$ cat config.mk
export PLATFORM = sky130hd
export DESIGN_NAME = load_store_unit_flat
export DESIGN_NICKNAME = d
export VERILOG_FILES = /design/src/rtl/load_store_unit_pkg.sv /design/src/rtl/load_store_unit_if.sv /design/src/rtl/load_store_unit_lane_align.sv /design/src/rtl/load_store_unit.sv /design/src/flat_wrapper.sv
export SDC_FILE = /design/constraint.sdc
export NUM_CORES = 1
export LEC_CHECK = 0
export CAP_MARGIN = 30
export CORE_MARGIN = 2
export CORE_UTILIZATION = 39
export CTS_CLUSTER_DIAMETER = 40
export DETAILED_ROUTE_END_ITERATION = 8
export PLACE_DENSITY = 0.8
export RECOVER_POWER = 50
export SLEW_MARGIN = 20
export SYNTH_ARGS = -nofsm -noshare
export SYNTH_HDL_FRONTEND = slang
export SYNTH_SLANG_ARGS = --single-unit
$ cat constraint.sdc
create_clock -name i_clk -period 2.4 [get_ports i_clk]
set_input_delay 0.48 -clock i_clk [delete_from_list [all_inputs] [get_ports i_clk]]
set_output_delay 0.48 -clock i_clk [all_outputs]
set_load 0.01 [all_outputs]
$ cat src/rtl/load_store_unit_pkg.sv
// Shared encodings for the load/store unit: access sizes, response error codes, FSM states.
// Defining LSU_SUBWORD_EN makes byte/half accesses legal; otherwise only word accesses are.
package load_store_unit_pkg;

    typedef enum logic [1:0] {
        SZ_BYTE = 2'b00,
        SZ_HALF = 2'b01,
        SZ_WORD = 2'b10,
        SZ_ILL  = 2'b11
    } lsu_size_e;

    typedef enum logic [1:0] {
        ERR_OK       = 2'b00,
        ERR_MISALIGN = 2'b01,
        ERR_TIMEOUT  = 2'b10,
        ERR_ILLEGAL  = 2'b11
    } lsu_err_e;

    localparam logic [1:0] ST_IDLE  = 2'd0;
    localparam logic [1:0] ST_ISSUE = 2'd1;
    localparam logic [1:0] ST_RESP  = 2'd2;

    // Illegal size outranks misalignment.
    function automatic lsu_err_e lsu_req_check(input logic [1:0] size, input logic [1:0] lane);
        lsu_err_e err;
        err = ERR_OK;
        if (size == SZ_ILL) begin
            err = ERR_ILLEGAL;
        end
`ifndef LSU_SUBWORD_EN
        else if (size != SZ_WORD) begin
            err = ERR_ILLEGAL;
        end
`endif
        else if ((size == SZ_HALF && lane[0]) || (size == SZ_WORD && lane != 2'b00)) begin
            err = ERR_MISALIGN;
        end
        return err;
    endfunction

endpackage

$ cat src/rtl/load_store_unit_if.sv
// CPU request/response and memory-port signals of the load/store unit.
// slave = the unit itself, master = CPU plus memory driving it.
interface load_store_unit_if;
    logic        req_valid;
    logic        req_ready;
    logic        req_write;
    logic [1:0]  req_size;
    logic        req_unsigned;
    logic [31:0] req_addr;
    logic [31:0] req_wdata;

    logic        rsp_valid;
    logic [31:0] rsp_rdata;
    logic [1:0]  rsp_err;

    logic        mem_req;
    logic        mem_we;
    logic [31:0] mem_addr;
    logic [31:0] mem_wdata;
    logic [3:0]  mem_be;
    logic        mem_ack;
    logic [31:0] mem_rdata;

    modport slave (
        input  req_valid, req_write, req_size, req_unsigned, req_addr, req_wdata,
        input  mem_ack, mem_rdata,
        output req_ready, rsp_valid, rsp_rdata, rsp_err,
        output mem_req, mem_we, mem_addr, mem_wdata, mem_be
    );

    modport master (
        output req_valid, req_write, req_size, req_unsigned, req_addr, req_wdata,
        output mem_ack, mem_rdata,
        input  req_ready, rsp_valid, rsp_rdata, rsp_err,
        input  mem_req, mem_we, mem_addr, mem_wdata, mem_be
    );
endinterface

$ cat src/rtl/load_store_unit_lane_align.sv
// Little-endian lane steering: store replication/byte enables and load extraction/extension.
// Purely combinational; the caller decides whether an access size is legal.
module lsu_lane_align
    import load_store_unit_pkg::*;
(
    input  logic [1:0]  i_size,
    input  logic [1:0]  i_lane,
    input  logic        i_unsigned,
    input  logic [31:0] i_wdata,
    input  logic [31:0] i_rdata,
    output logic [31:0] o_wdata,
    output logic [3:0]  o_be,
    output logic [31:0] o_rdata
);
    logic [7:0]  w_byte;
    logic [15:0] w_half;

    assign w_byte = i_rdata[{i_lane, 3'b000} +: 8];
    assign w_half = i_lane[1] ? i_rdata[31:16] : i_rdata[15:0];

    always_comb begin
        o_wdata = i_wdata;
        o_be    = 4'b1111;
        o_rdata = i_rdata;
        case (i_size)
            SZ_BYTE: begin
                o_wdata = {4{i_wdata[7:0]}};
                o_be    = 4'b0001 << i_lane;
                o_rdata = {{24{w_byte[7] & ~i_unsigned}}, w_byte};
            end
            SZ_HALF: begin
                o_wdata = {2{i_wdata[15:0]}};
                o_be    = i_lane[1] ? 4'b1100 : 4'b0011;
                o_rdata = {{16{w_half[15] & ~i_unsigned}}, w_half};
            end
            default: begin
                o_wdata = i_wdata;
                o_be    = 4'b1111;
                o_rdata = i_rdata;
            end
        endcase
    end
endmodule

$ cat src/rtl/load_store_unit.sv
// Load/store unit: accepts one CPU access, runs a single memory beat, returns a one-cycle response.
// Byte/half accesses exist only when LSU_SUBWORD_EN is defined (see load_store_unit_pkg).
module load_store_unit
    import load_store_unit_pkg::*;
#(
    parameter int TIMEOUT = 16
) (
    input  logic             i_clk,
    input  logic             i_rst_n,
    load_store_unit_if.slave bus
);
    localparam logic [7:0] LP_CNT_TC = 8'(TIMEOUT - 1);

    logic [1:0]  r_state;
    logic [7:0]  r_cnt;
    logic [1:0]  r_size;
    logic [1:0]  r_lane;
    logic        r_unsigned;
    logic        r_mem_req;
    logic        r_mem_we;
    logic [31:0] r_mem_addr;
    logic [31:0] r_mem_wdata;
    logic [3:0]  r_mem_be;
    logic        r_rsp_valid;
    logic [31:0] r_rsp_rdata;
    logic [1:0]  r_rsp_err;

    logic        w_idle;
    lsu_err_e    w_req_err;
    logic [1:0]  w_al_size;
    logic [1:0]  w_al_lane;
    logic        w_al_unsigned;
    logic [31:0] w_al_wdata;
    logic [31:0] w_al_rdata;
    logic [3:0]  w_al_be;

    assign w_idle    = (r_state == ST_IDLE);
    assign w_req_err = lsu_req_check(bus.req_size, bus.req_addr[1:0]);

    // One aligner serves both phases: store steering from the live request while idle,
    // load extraction from the captured request while the access is outstanding.
    assign w_al_size     = w_idle ? bus.req_size         : r_size;
    assign w_al_lane     = w_idle ? bus.req_addr[1:0]    : r_lane;
    assign w_al_unsigned = w_idle ? bus.req_unsigned     : r_unsigned;

    lsu_lane_align u_lane_align (
        .i_size     (w_al_size),
        .i_lane     (w_al_lane),
        .i_unsigned (w_al_unsigned),
        .i_wdata    (bus.req_wdata),
        .i_rdata    (bus.mem_rdata),
        .o_wdata    (w_al_wdata),
        .o_be       (w_al_be),
        .o_rdata    (w_al_rdata)
    );

    always_ff @(posedge i_clk or negedge i_rst_n) begin
        if (!i_rst_n) begin
            r_state     <= ST_IDLE;
            r_cnt       <= '0;
            r_size      <= '0;
            r_lane      <= '0;
            r_unsigned  <= 1'b0;
            r_mem_req   <= 1'b0;
            r_mem_we    <= 1'b0;
            r_mem_addr  <= '0;
            r_mem_wdata <= '0;
            r_mem_be    <= '0;
            r_rsp_valid <= 1'b0;
            r_rsp_rdata <= '0;
            r_rsp_err   <= ERR_OK;
        end else begin
            case (r_state)
                ST_IDLE: begin
                    if (bus.req_valid) begin
                        r_size     <= bus.req_size;
                        r_lane     <= bus.req_addr[1:0];
                        r_unsigned <= bus.req_unsigned;
                        if (w_req_err == ERR_OK) begin
                            r_state     <= ST_ISSUE;
                            r_cnt       <= '0;
                            r_mem_req   <= 1'b1;
                            r_mem_we    <= bus.req_write;
                            r_mem_addr  <= {bus.req_addr[31:2], 2'b00};
                            r_mem_wdata <= w_al_wdata;
                            r_mem_be    <= w_al_be;
                        end else begin
                            r_state     <= ST_RESP;
                            r_rsp_valid <= 1'b1;
                            r_rsp_err   <= w_req_err;
                            r_rsp_rdata <= '0;
                        end
                    end
                end
                ST_ISSUE: begin
                    // Ack is tested first so an ack on the terminal-count edge still completes.
                    if (bus.mem_ack) begin
                        r_state     <= ST_RESP;
                        r_mem_req   <= 1'b0;
                        r_rsp_valid <= 1'b1;
                        r_rsp_err   <= ERR_OK;
                        r_rsp_rdata <= r_mem_we ? 32'd0 : w_al_rdata;
                    end else if (r_cnt == LP_CNT_TC) begin
                        r_state     <= ST_RESP;
                        r_mem_req   <= 1'b0;
                        r_rsp_valid <= 1'b1;
                        r_rsp_err   <= ERR_TIMEOUT;
                        r_rsp_rdata <= '0;
                    end else begin
                        r_cnt <= r_cnt + 8'd1;
                    end
                end
                ST_RESP: begin
                    r_state     <= ST_IDLE;
                    r_rsp_valid <= 1'b0;
                end
                default: begin
                    r_state     <= ST_IDLE;
                    r_mem_req   <= 1'b0;
                    r_rsp_valid <= 1'b0;
                end
            endcase
        end
    end

    assign bus.req_ready = w_idle;
    assign bus.rsp_valid = r_rsp_valid;
    assign bus.rsp_rdata = r_rsp_rdata;
    assign bus.rsp_err   = r_rsp_err;
    assign bus.mem_req   = r_mem_req;
    assign bus.mem_we    = r_mem_we;
    assign bus.mem_addr  = r_mem_addr;
    assign bus.mem_wdata = r_mem_wdata;
    assign bus.mem_be    = r_mem_be;
endmodule

$ cat src/flat_wrapper.sv
// flat-port wrapper written by rule: the top's interface ports become plain ports
module load_store_unit_flat import load_store_unit_pkg::*;
#(
    parameter int TIMEOUT = 16
)
  (i_clk, i_rst_n, bus_req_valid, bus_req_write, bus_req_size, bus_req_unsigned, bus_req_addr, bus_req_wdata, bus_mem_ack, bus_mem_rdata, bus_req_ready, bus_rsp_valid, bus_rsp_rdata, bus_rsp_err, bus_mem_req, bus_mem_we, bus_mem_addr, bus_mem_wdata, bus_mem_be);
  load_store_unit_if bus_i ();
  input  logic i_clk;
  input  logic i_rst_n;
  input wire logic [$bits(bus_i.req_valid)-1:0] bus_req_valid;
  input wire logic [$bits(bus_i.req_write)-1:0] bus_req_write;
  input wire logic [$bits(bus_i.req_size)-1:0] bus_req_size;
  input wire logic [$bits(bus_i.req_unsigned)-1:0] bus_req_unsigned;
  input wire logic [$bits(bus_i.req_addr)-1:0] bus_req_addr;
  input wire logic [$bits(bus_i.req_wdata)-1:0] bus_req_wdata;
  input wire logic [$bits(bus_i.mem_ack)-1:0] bus_mem_ack;
  input wire logic [$bits(bus_i.mem_rdata)-1:0] bus_mem_rdata;
  output wire logic [$bits(bus_i.req_ready)-1:0] bus_req_ready;
  output wire logic [$bits(bus_i.rsp_valid)-1:0] bus_rsp_valid;
  output wire logic [$bits(bus_i.rsp_rdata)-1:0] bus_rsp_rdata;
  output wire logic [$bits(bus_i.rsp_err)-1:0] bus_rsp_err;
  output wire logic [$bits(bus_i.mem_req)-1:0] bus_mem_req;
  output wire logic [$bits(bus_i.mem_we)-1:0] bus_mem_we;
  output wire logic [$bits(bus_i.mem_addr)-1:0] bus_mem_addr;
  output wire logic [$bits(bus_i.mem_wdata)-1:0] bus_mem_wdata;
  output wire logic [$bits(bus_i.mem_be)-1:0] bus_mem_be;
  assign bus_i.req_valid = bus_req_valid;
  assign bus_i.req_write = bus_req_write;
  assign bus_i.req_size = bus_req_size;
  assign bus_i.req_unsigned = bus_req_unsigned;
  assign bus_i.req_addr = bus_req_addr;
  assign bus_i.req_wdata = bus_req_wdata;
  assign bus_i.mem_ack = bus_mem_ack;
  assign bus_i.mem_rdata = bus_mem_rdata;
  assign bus_req_ready = bus_i.req_ready;
  assign bus_rsp_valid = bus_i.rsp_valid;
  assign bus_rsp_rdata = bus_i.rsp_rdata;
  assign bus_rsp_err = bus_i.rsp_err;
  assign bus_mem_req = bus_i.mem_req;
  assign bus_mem_we = bus_i.mem_we;
  assign bus_mem_addr = bus_i.mem_addr;
  assign bus_mem_wdata = bus_i.mem_wdata;
  assign bus_mem_be = bus_i.mem_be;
  load_store_unit #(.TIMEOUT(TIMEOUT)) u_core (.i_clk(i_clk), .i_rst_n(i_rst_n), .bus(bus_i));
endmodule
# After elaboration in Yosys (flattened, before gate mapping)
# Cells that the tools add are included.
[totals]
regBits = 118
inputBits = 104
out_inout_bits = 106
wordCells = 90
[op_classes]
n_addsub = 1
eq_ne = 14
shifts = 2
muxes = 41
n_bitwise = 4
reduce_logical = 15
[ops]
columns = ["cell", "count"]
rows = [
  ["$pmux W32 S2", 3],
  ["$mux W32", 5],
  ["$mux W8", 4],
  ["$shiftx A32 B6 Y8", 1],
  ["$mux W2", 11],
  ["$mux W16", 1],
  ["$pmux W8 S2", 1],
  ["$ne A2 B2 Y1 const B", 6],
  ["$mux W1", 10],
  ["$add A8 B1 Y8 const B", 1],
  ["$eq A8 B4 Y1 const B", 1],
  ["$pmux W2 S2", 2],
  ["$pmux W4 S2", 1],
  ["$reduce_and A4 Y1", 2],
  ["$eq A2 B1 Y1 const B", 3],
  ["$eq A2 B2 Y1 const B", 3],
  ["$logic_not A2 Y1", 3],
  ["$reduce_and A3 Y1", 2],
  ["$reduce_and A5 Y1", 1],
  ["$mux W4", 1],
  ["$reduce_and A2 Y1", 2],
  ["$reduce_bool A2 Y1", 2],
  ["$shl A1 B2 Y4 const A", 1],
  ["$ne A3 B2 Y1 const B", 1],
  ["6 further kinds", 9],
]

# Logic depth before layout (Yosys ltp)
[depth]
depth_word = 10
ltp_mapped = 10
ltp_nobuf = 7

# By module
# A second synthesis with hierarchy kept.
[hier_totals]
hier_cells = 615
hier_area_um2 = 5893.2
[modules_own_cells]
columns = ["mod", "instances", "cells_each", "area_per_inst_um2", "seq_area_each_um2"]
rows = [
  ["load_store_unit", 1, 444, 4601.9, 2952.8],
  ["lsu_lane_align", 1, 171, 1291.2, 0.0],
]

# Least setup slack after synthesis
# Ideal clock, no wire load.
[synth_timing]
path_kind = "reg-to-reg"
startpoint = "register u_core.r_state[0]"
endpoint = "register u_core.r_rsp_rdata[31], in the netlist u_core.bus.rsp_rdata[31]"
t_arrival_ps = 2214
path_slack_ps = 83
path_stages_with_launch = 8
path_buffers = 1
period_less_slack_ps = 2317
path_cell_list = "dfrtp_1 -> nor2_2 -> mux2i_4 -> mux2i_1 -> mux2_2 -> or4_1 -> buf_2 -> o311ai_1"
[synth_via]
elab_chain_cells = 8
elab_cells_between_ends = 21
[synth_rtl]
columns = ["element", "line", "source"]
rows = [
  ["start, declared", "load_store_unit.sv:14", "logic [1:0] r_state;"],
  ["start signal, assigned", "load_store_unit.sv:59", "r_state <= ST_IDLE;"],
  ["start signal, assigned", "load_store_unit.sv:80", "r_state <= ST_ISSUE;"],
  ["start signal, assigned", "load_store_unit.sv:88", "r_state <= ST_RESP;"],
  ["$logic_not A2 Y1", "load_store_unit.sv:37, load_store_unit.sv:73", ""],
  ["$mux W2 or $mux W1 (tied branches)", "load_store_unit.sv:43, load_store_unit.sv:44", ""],
  ["$shiftx A32 B6 Y8, or another cell as far along", "load_store_unit_lane_align.sv:18", "assign w_byte = i_rdata[{i_lane, 3'b000} +: 8];"],
  ["$and A1 B1 Y1 (on tied branches)", "load_store_unit_lane_align.sv:29, load_store_unit_lane_align.sv:34", ""],
  ["$pmux W32 S2", "load_store_unit_lane_align.sv:25", "case (i_size)"],
  ["$mux W32", "load_store_unit.sv:102", "r_rsp_rdata <= r_mem_we ? 32'd0 : w_al_rdata;"],
  ["$mux W32", "load_store_unit.sv:97", "if (bus.mem_ack) begin"],
  ["$pmux W32 S2", "load_store_unit.sv:73", "case (r_state)"],
  ["end signal, assigned", "load_store_unit.sv:102", ""],
  ["end, declared", "load_store_unit.sv:25", "logic [31:0] r_rsp_rdata;"],
]
# Parallel ways exist; a longest one is shown, timed or not.
# A chain may end at the register's enable or synchronous reset.

# Worst setup path in the final report
[layout_timing]
startpoint = "register u_core.r_state[0]"
endpoint = "register u_core.r_rsp_rdata[27], in the netlist u_core.bus.rsp_rdata[27]"
# Same word-level chain as after synthesis.

==> run_results.csv <==
group,metric,value,unit
logic_synthesis,synth_cells,522,
layout,seq_area,2950,um2
layout,diodes,0,
status,outcome,"complete, no violations",
layout,synthToLayoutAreaGrowth,59.7,%
layout,fillers,1014,
floorplanning,die_y,120,um
sta,fin_skew,0.0108,ns
setup_path,worst_r2r_endpoint,"u_core.bus.rsp_rdata[27]",
logic_synthesis,synth-adder-area-share,0.00239,
clock_tree,cts.repair.resized,1,
setup_path,worst-setup-path-type,"reg2reg",
logic_synthesis,yosysTopAreaCell,"dfrtp_1",
floorplanning,io_pins,210,
power_and_ir_drop,leakage,0.00397,uW
routing,routed_via_density,5.29,
job,max-cap-violations,0,
routing,drtIter0Drc,387,
floorplanning,fp-row-count,42,
logic_synthesis,synth_top_family_by_area,"simple AND/OR/NAND/NOR gates",
grt,grt_pass1_wl,27.2,mm
layout,multi_input_area,2130,um2
place,pre_cts_ws,-0.115,ns
logic_synthesis,synth_mux_area_frac,0.0610,
clock_tree,cts_tree,"done",
sta,setup-violations-final,0,
logic_synthesis,syn-cell-area,5230,um2
clock_tree,cts_made_buffers,17,
place,dp_hpwl,12.3,mm
routing,dr.pass1.iters,5,
setup_path,path_max_fanout,15,
grt,grt_use_total,0.245,
sta,fin_crit,2.32,ns
logic_synthesis,synth-xor-area-share,0.00837,
routing,drc,0,
grt,antenna_found_initial,0,
layout,drive_gt1_frac,0.108,
floorplanning,core,13200,um2
power_and_ir_drop,powerDensity,821,nW/um2
logic_synthesis,synth-simple-area-share,0.184,
routing,routedWlPerCell,17.9,um
place,place.gp.congestion,0.931,
clock_tree,post_cts_buffers,0,
sta,slew_headroom,0.256,
clock_tree,hold_buffers,0,
layout,nets,862,
logic_synthesis,synth_edf_count,0,
floorplanning,dieWidth,120,um
setup_path,cp_slowest_stage_delay,0.54,ns
place,portBuffers,207,
logic_synthesis,synth.area.top_cells,"dfrtp_1 56%, nand2_1 12%, mux2i_1 3.4%, a221o_1 2.9%, nor2_1 2.2%",
layout,design_area,8350,um2
sta,fmax,432,MHz
logic_synthesis,synth_cell_type_count,47,
logic_synthesis,yosysWarnings,0,
min_path,holdCritPathClass,"in2async",
logic_synthesis,ys_ff_latch,118,
setup_path,cpMaxStageDelayCell,"or4_1",
sta,postLayoutSetupSlackWorst,0.0831,ns
clock_tree,clk_latency,0.42,ns
setup_path,rr_startpoint,"u_core.r_state[0]",
setup_path,r2r_cells,7,
clock_tree,cts_sinks,118,
sta,post-route-period-util,0.965,
grt,grt_max_degree,51,
grt,grt_overflow,0,
logic_synthesis,synthTopCellsByCount,"167 x nand2_1, 118 x dfrtp_1, 31 x nor2_1, 22 x clkbuf_1, 18 x mux2i_1",
floorplanning,dieArea,14400,um2
setup_path,endpoint_kind,"flop",
place,place_area,7790,um2
sta,rsz0062_at_grt,"no",
routing,vias,5001,
routing,final_antenna_net_count,0,
logic_synthesis,ys_async_sr_fraction,1.00,
logic_synthesis,ys.flop_type,"dfrtp_1",
power_and_ir_drop,total_power,6850,uW
logic_synthesis,synth_seq_area_share,0.564,
routing,routed_wl,17.0,mm
setup_path,r2r_slack,0.08,ns
sta,hold_viol,0,
logic_synthesis,synth.avg_cell_area,10.0,um2
clock_tree,h-tree-depth,4,
setup_path,worstPathCellList,"buf_4, or4_1, o31a_1, or3_1, a31oi_4, buf_12, a221o_1",
power_and_ir_drop,ir_drop,0.000517,V
sta,slew_viol_final,0,
grt,grt_pass1_vias,5141,
logic_synthesis,yosysMostFrequentCell,"nand2_1",
logic_synthesis,synth-compound-area-share,0.148,
setup_path,crit_arrival,2.67,ns
setup_path,cp.required,2.75,ns
sta,hold_slack,0.220,ns
sta,worst_pin_slew,1.12,ns
clock_tree,cts_root_buf,"clkbuf_16",
setup_path,crit_path_start_kind,"flop",
floorplanning,start_util,0.397,
clock_tree,path_clk_slew,0.05,ns
clock_tree,clockBufferDepth,2,
logic_synthesis,synth_top_area_frac,0.564,
## registers in the layout, indices dropped and copies added, names as in the netlist
register / cells
u_core.r_cnt: 8
u_core.bus.rsp_rdata: 32
u_core.bus.rsp_err: 2
u_core.bus.mem_be: 4
u_core.bus.mem_addr: 30
u_core.bus.mem_wdata: 32
u_core.bus.mem_req: 1
u_core.bus.rsp_valid: 1
u_core.r_lane: 2
u_core.r_unsigned: 1
u_core.bus.mem_we: 1
u_core.r_state: 2
u_core.r_size: 2
## critical path, delay by kind of cell, from the launching register on
| kind | cells | cell delay [ns] |
|---|---|---|
| AND/OR/NAND/NOR | 2 | 0.96 |
| buffers and inverters | 2 | 0.34 |
| flip-flops | 1 | 0.42 |
| AO/OA/AOI/OAI | 3 | 0.53 |
## how the worst max path moves through the flow
stage	startpoint	end	slack [ns]	depth (start not counted)
5_1_grt	u_core.r_state[1]	u_core.bus.rsp_rdata[1]	0.008	9
3_5_place_dp	bus_req_size[0]	u_core.bus.rsp_rdata[27]	-0.12	7
6_report	u_core.r_state[0]	u_core.bus.rsp_rdata[27]	0.08	7
2_1_floorplan	u_core.r_state[0]	u_core.bus.rsp_rdata[31]	0.08	7
4_1_cts	u_core.r_state[0]	bus_req_ready	0.09	3
3_3_place_gp	bus_req_size[1]	u_core.bus.rsp_rdata[19]	-0.07	7
## power breakdown
group | total [uW] | internal, uW | leakage (uW) | switching [uW]
Clock | 2590 | 1710 | 0.000294 | 878
Combinational | 1710 | 930 | 0.00215 | 783
Sequential | 2560 | 2340 | 0.00153 | 218
## layout by cell type, fill, tap and decap left out, drive strengths merged, types with 2 or more instances in the layout
cell type,synthesis,routed
buf,11,35
a221oi,8,8
mux2i,19,19
mux2,10,10
o211ai,8,8
or4,2,2
conb,1,2
nor2,32,32
a211o,7,7
nor3b,2,2
a22oi,7,7
bufinv,0,3
nand4,2,2
and3,3,3
and2,5,5
clkbuf,22,31
nand2,167,167
clkinv,0,4
a221o,15,15
a211oi,3,3
nor3,2,2
or3,3,3
a21oi,13,13
a22o,8,8
clkdlybuf4s50,0,165
nand2b,10,10
xor2,5,5
dlygate4sd3,0,41
inv,5,5
o21ai,11,11
dfrtp,118,118
a31oi,5,5
o221ai,7,7
## metrics by stage
| stage | instances | util | setup TNS, ns |
|---|---|---|---|
| final | 946 | 0.633 | 0 |
| after global routing | 946 | 0.633 | 0 |
| after CTS | 946 | 0.637 | 0 |
| after detailed placement | 914 | 0.591 | -1.85 |
| after global placement | 914 | 0.591 | -0.984 |
| after floorplan | 523 | - | 0 |
## routing by layer
metal / GRT usage / up-vias / routed length (um)
li1: - / 2294 / -
met5: 0 / - / 0
met3: 0.0984 / 32 / 1780
met1: 0.291 / 2414 / 6560
met2: 0.396 / 261 / 8180
met4: 0.103 / 0 / 441
## cells by family (layout without fill, tap and decap cells)
group,count (synthesis),count (layout)
mux,29,29
fa+ha+maj,1,1
flops,118,118
xor+xnor,5,5
buf+inv,38,285
other cells,1,2
compound gates,98,98
simple gates,232,232
## cell type report
| class | instances | area share |
|---|---|---|
| clock buffer | 24 | 0.0577 |
| inverter | 5 | 0.00225 |
| timing repair buffer | 248 | 0.291 |
| tap | 176 | 0.0264 |
| multi-input combinational | 367 | 0.255 |
| sequential | 118 | 0.353 |
| clock inverter | 8 | 0.0145 |
(Power assumes the default switching activity.)
